$ cat config.mk
export PLATFORM = sky130hd
export DESIGN_NAME = rob_gpr
export DESIGN_NICKNAME = d
export VERILOG_FILES = /design/src/rtl/rob_gpr.sv
export SDC_FILE = /design/constraint.sdc
export NUM_CORES = 1
export LEC_CHECK = 0
export BUFFER_PORTS_ARGS = -buffer_cell sky130_fd_sc_hd__buf_2
export CAP_MARGIN = 40
export CORE_MARGIN = 4
export CORE_UTILIZATION = 36
export CTS_CLUSTER_SIZE = 20
export DETAILED_ROUTE_END_ITERATION = 7
export REMOVE_ABC_BUFFERS = 1
export SKIP_CTS_REPAIR_TIMING = 1
export SLEW_MARGIN = 20
export SYNTH_ARGS = -nofsm -noshare
export SYNTH_HDL_FRONTEND = slang
export SYNTH_SLANG_ARGS = --single-unit
$ cat constraint.sdc
create_clock -name clk -period 7.48 [get_ports clk]
set_clock_uncertainty 0.1 [all_clocks]
set_input_delay 1.122 -clock clk [delete_from_list [all_inputs] [get_ports clk]]
set_output_delay 1.122 -clock clk [all_outputs]
set_load 0.01 [all_outputs]
$ cat src/rtl/rob_gpr.sv
// rob_gpr: reorder buffer for integer results.
// Dispatch allocates entries in program order, CDB broadcasts complete them
// out of order, and the head entry retires in order to the GPR file.
// Two combinational read ports serve operand lookup at dispatch.
// Optional macro ROB_CDB_BYPASS_EN: read ports also see the current-cycle CDB.

package rob_gpr_pkg;
  localparam int unsigned ROB_WIDTH  = 4;
  localparam int unsigned REG_WIDTH  = 5;
  localparam int unsigned DATA_WIDTH = 32;
  localparam int unsigned ROB_DEPTH  = 1 << ROB_WIDTH;

  typedef logic [ROB_WIDTH-1:0] rob_tag_t;
  typedef logic [ROB_WIDTH:0]   rob_cnt_t;

  typedef struct packed {
    logic                  valid;
    logic [REG_WIDTH-1:0]  arch_num;
    logic [DATA_WIDTH-1:0] data;
  } rob_entry;

  typedef struct packed {
    logic                  valid;
    rob_tag_t              tag;
    logic [DATA_WIDTH-1:0] data;
  } cdb_t;

  function automatic logic tag_match(cdb_t c, rob_tag_t t);
    return c.valid && (c.tag == t);
  endfunction
endpackage

module rob_gpr
  import rob_gpr_pkg::*;
(
  input  logic                  clk,
  input  logic                  reset,
  input  logic                  alloc_req,
  input  logic [REG_WIDTH-1:0]  alloc_arch_num,
  output logic                  alloc_ack,
  output logic [ROB_WIDTH-1:0]  alloc_tag,
  output logic                  full,
  input  cdb_t                  cdb,
  output logic                  commit_valid,
  input  logic                  commit_ready,
  output logic [ROB_WIDTH-1:0]  commit_tag,
  output logic [REG_WIDTH-1:0]  commit_arch_num,
  output logic [DATA_WIDTH-1:0] commit_data,
  input  logic                  flush,
  input  logic [ROB_WIDTH-1:0]  rd_tag   [0:1],
  output logic                  rd_valid [0:1],
  output logic [DATA_WIDTH-1:0] rd_data  [0:1]
);

  rob_tag_t head_q, head_d;
  rob_tag_t tail_q, tail_d;
  rob_cnt_t count_q, count_d;
  rob_entry entries_q [ROB_DEPTH];
  rob_entry entries_d [ROB_DEPTH];

  logic in_win [ROB_DEPTH];
  logic fire;

  // Status, allocation handshake and commit view of the head entry.
  always_comb begin
    full            = (count_q == rob_cnt_t'(ROB_DEPTH));
    alloc_ack       = alloc_req && !full && !flush;
    alloc_tag       = tail_q;
    commit_valid    = (count_q != '0) && entries_q[head_q].valid;
    commit_tag      = head_q;
    commit_arch_num = entries_q[head_q].arch_num;
    commit_data     = entries_q[head_q].data;
    fire            = commit_valid && commit_ready && !flush;
  end

  // Occupancy: an entry is live when its distance from head is below count.
  always_comb begin
    for (int unsigned i = 0; i < ROB_DEPTH; i++) begin
      in_win[i] = {1'b0, rob_tag_t'(rob_tag_t'(i) - head_q)} < count_q;
    end
  end

  // Next-state: flush clears everything, otherwise CDB fill, commit, allocate.
  // Allocate is applied last so it overrides a same-tag CDB write.
  always_comb begin
    head_d  = head_q;
    tail_d  = tail_q;
    count_d = count_q;
    for (int unsigned i = 0; i < ROB_DEPTH; i++) begin
      entries_d[i] = entries_q[i];
    end

    if (flush) begin
      head_d  = '0;
      tail_d  = '0;
      count_d = '0;
      for (int unsigned i = 0; i < ROB_DEPTH; i++) begin
        entries_d[i].valid = 1'b0;
      end
    end else begin
      for (int unsigned i = 0; i < ROB_DEPTH; i++) begin
        if (tag_match(cdb, rob_tag_t'(i)) && in_win[i]) begin
          entries_d[i].valid = 1'b1;
          entries_d[i].data  = cdb.data;
        end
      end
      if (fire) begin
        entries_d[head_q].valid = 1'b0;
        head_d = head_q + rob_tag_t'(1);
      end
      if (alloc_ack) begin
        entries_d[tail_q].valid    = 1'b0;
        entries_d[tail_q].arch_num = alloc_arch_num;
        tail_d = tail_q + rob_tag_t'(1);
      end
      count_d = count_q + rob_cnt_t'(alloc_ack) - rob_cnt_t'(fire);
    end
  end

  // State registers; reset clears pointers and valid bits, data is left as is.
  always_ff @(posedge clk) begin
    if (reset) begin
      head_q  <= '0;
      tail_q  <= '0;
      count_q <= '0;
      for (int unsigned i = 0; i < ROB_DEPTH; i++) begin
        entries_q[i].valid <= 1'b0;
      end
    end else begin
      head_q  <= head_d;
      tail_q  <= tail_d;
      count_q <= count_d;
      for (int unsigned i = 0; i < ROB_DEPTH; i++) begin
        entries_q[i] <= entries_d[i];
      end
    end
  end

  // Operand lookup ports; no occupancy check, requester only asks live tags.
  always_comb begin
    for (int unsigned p = 0; p < 2; p++) begin
      rd_valid[p] = entries_q[rd_tag[p]].valid;
      rd_data[p]  = entries_q[rd_tag[p]].data;
`ifdef ROB_CDB_BYPASS_EN
      if (tag_match(cdb, rd_tag[p])) begin
        rd_valid[p] = 1'b1;
        rd_data[p]  = cdb.data;
      end
`endif
    end
  end

endmodule
==> results.md <==
- Status: completed
- Synth Flop Type: edfxtp_1
- DRC: 0
- # Max-Cap Violations: 0
- TritonCTS clock tree: done
- First-pass GRT wire length: 141000 um
- Unrepaired setup endpoints after global routing: false
- Worst setup EP type: output pin
- Final std cells w/o fill: 3162
- Cell breakdown of the critical path: buf_8 -> buf_4 -> mux4_2 -> mux4_2 -> buf_2
- Post-synth cell types: 48
- Die Area: 98030 um^2
- Nets: 1969
- Final wirelength: 96170 um
- FF-to-FF path depth: 10
- CTS root buf: clkbuf_16
- Post-Syn Area per Cell: 19.71 um^2
- Die Span Y: 313.1 um
- Initial Utilization: 0.3645
- Setup TNS: 0 ns
- Vias per cell: 6.047
- Sink Count: 625
- H-tree levels: 3
- Most common cell after layout, fill and taps aside: edfxtp_1
- Area post-placement: 36070 um^2
- Core Area: 91940 um^2
- Seq cells post-synth: 625
- Row cnt: 111
- Synth warnings: 0
- Crit path capture: rd_data[16]
- Vias in the first global route: 20430
- Post-synth ARST share: 0
- CP Launch Type: primary input
- All-Layer GR Usage: 0.1966
- Crit share post-route: 0.6503
- Clk slew on worst S/H paths: 0.06 ns
- Fin crit period: 4.864 ns
- Reg-to-reg endpoint: entries_q[5][27]
- Grt ovf: 0
- Post-Layout Inst Area: 38400 um^2
- Fmax: 0.2056 GHz
- Vias: 19120
- DRT iter0 DRCs: 1681
- Pre-Repair DR Iteration Count: 5
- Max-slew violations: 0
- Pin slew with the least headroom to its limit: 0.8762 ns
- Crit-path slowest cell: buf_8
- Largest net degree at the start of global routing: 73
- Crit path max fanout: 69
- Average wire per standard cell: 30.42 um
- PortBufs: 168
- WP data required: 6.26 ns
- Clock Tree Buf Depth: 3
- Seq/Total Area, Yosys: 0.5502
- Mapped Cells: 1700
- WS Path Type: primary input to output pin
- Cts bufs inserted: 73
- Worst Path Arrival: 3.64 ns
- Antenna violations before repair: 14
- Crit Reg-Reg Startpoint: commit_tag[2]
- Leakage: 11.93 nW
- CP most frequent cell: mux4_2
- DP Cell Count: 3024
- Final hold viol count: 0
- Hold crit path type: flip-flop to flip-flop
- Worst-skew pair later-pin latency: 0.61 ns
- Layout Area Growth over Synthesis: 14.60%
- Pwr Density: 200.8 nW/um^2
- Most frequent cells in the layout: edfxtp_1, mux4_2, buf_2
- Final worst-path setup slack: 2.616 ns
- Slowest Stage Delay on Critical Path: 0.60 ns
- Layout cells sized above 1: 0.4580
- Final setup fails: 0
- VDD IR max: 0.1260 mV
- RePlAce Congestion: 0.8171
- Die W: 313.1 um
- Synthesized area: 33510 um^2
- CP Launch Point: rd_tag[0]
- Post-synth EDFFs: 592
- Worst rel slew slack: 0.4159
- IO Pins: 169
- Place WS: 2.540 ns
- Worst R2R Setup Slack: 3.43 ns
- Routed Antenna Nets: 0
- DPL Wire Length: 56770 um
-- worst max-delay path, delay by kind of cell --
family	cells	cell delay, ns
buffers and inverters	3	1.35
multiplexers	2	1.08
-- layer usage --
| layer | part of all wire | track usage | wire [um] | vias up |
|---|---|---|---|---|
| li1 | - | - | - | 7768 |
| met1 | 0.39 | 0.2571 | 37540 | 10180 |
| met2 | 0.49 | 0.3206 | 46720 | 953 |
| met3 | 0.093 | 0.05302 | 8910 | 212 |
| met4 | 0.031 | 0.06545 | 2944 | 12 |
| met5 | 0.00069 | 0 | 66 | - |
-- final cells by class --
type	instances	area, um^2
diodes	2	5.005
inverters	36	135.1
multi-input cells	904	14550
flip-flops and latches	625	18450
repair buffers	221	1443
fillers	8074	53540
clock buffers	85	1914
well taps	1243	1555
clock inverters	46	346.6
-- logic make-up after synthesis --
| family | share of synthesized area |
|---|---|
| fa+ha+maj | 0.02001 |
| compound gates | 0.02128 |
| buf+inv | 0.02057 |
| xor+xnor | 0.003659 |
| simple gates | 0.03413 |
| mux | 0.3501 |
| flops | 0.5502 |
-- cells in the mapped netlist (all sizes together), types with 7 or more instances --
cell type,count,area share
clkbuf,72,0.0081
a211oi,11,0.0025
nor2b,9,0.0017
buf,63,0.0085
o31ai,9,0.0020
inv,36,0.0040
nand2b,11,0.0021
a21oi,27,0.0040
xnor2,10,0.0026
o2111a,8,0.0027
edfxtp,592,0.53
ha,52,0.019
nor3,13,0.0019
nand2,24,0.0027
a2111oi,7,0.0026
o21ai,19,0.0028
and2,86,0.016
mux4,519,0.35
a31oi,9,0.0017
dfxtp,33,0.020
nor2,45,0.0050
nand3,9,0.0013
-- how the worst min path moves through the flow --
| stage | from | to | slack [ns] | cells past startpoint |
|---|---|---|---|---|
| after floorplan | entries_q[11][37] | entries_q[11][37] | 0.42 | 2 |
| after global placement | count_q[3] | count_q[4] | 0.46 | 3 |
| after detailed placement | entries_q[15][37] | entries_q[15][37] | 0.46 | 2 |
| after CTS | entries_q[15][37] | entries_q[15][37] | 0.47 | 2 |
| after global routing | entries_q[7][37] | entries_q[7][37] | 0.52 | 2 |
| final | entries_q[7][37] | entries_q[7][37] | 0.47 | 2 |
-- flip-flops by register name (all words and copies together), names as in the netlist, named ones only --
name        cells
commit_tag      4
alloc_tag       4
entries_q     608
count_q         5
-- power by group --
part / internal [mW] / switching (mW) / total, mW
registers: 3.82 / 0.00196 / 3.82
clock network: 1.92 / 1.47 / 3.38
logic: 0.229 / 0.278 / 0.507
-- per-stage QoR --
stage	util	power, mW	hold WS (ns)
3_3_place_gp	0.3902	4.394	0.4600
3_5_place_dp	0.3923	4.406	0.4618
2_1_floorplan	-	4.137	0.4179
6_report	0.4177	7.711	0.4674
4_1_cts	0.4169	7.791	0.4700
5_1_grt	0.4176	7.980	0.5209
Note: power is estimated with default switching activity, not from simulation.
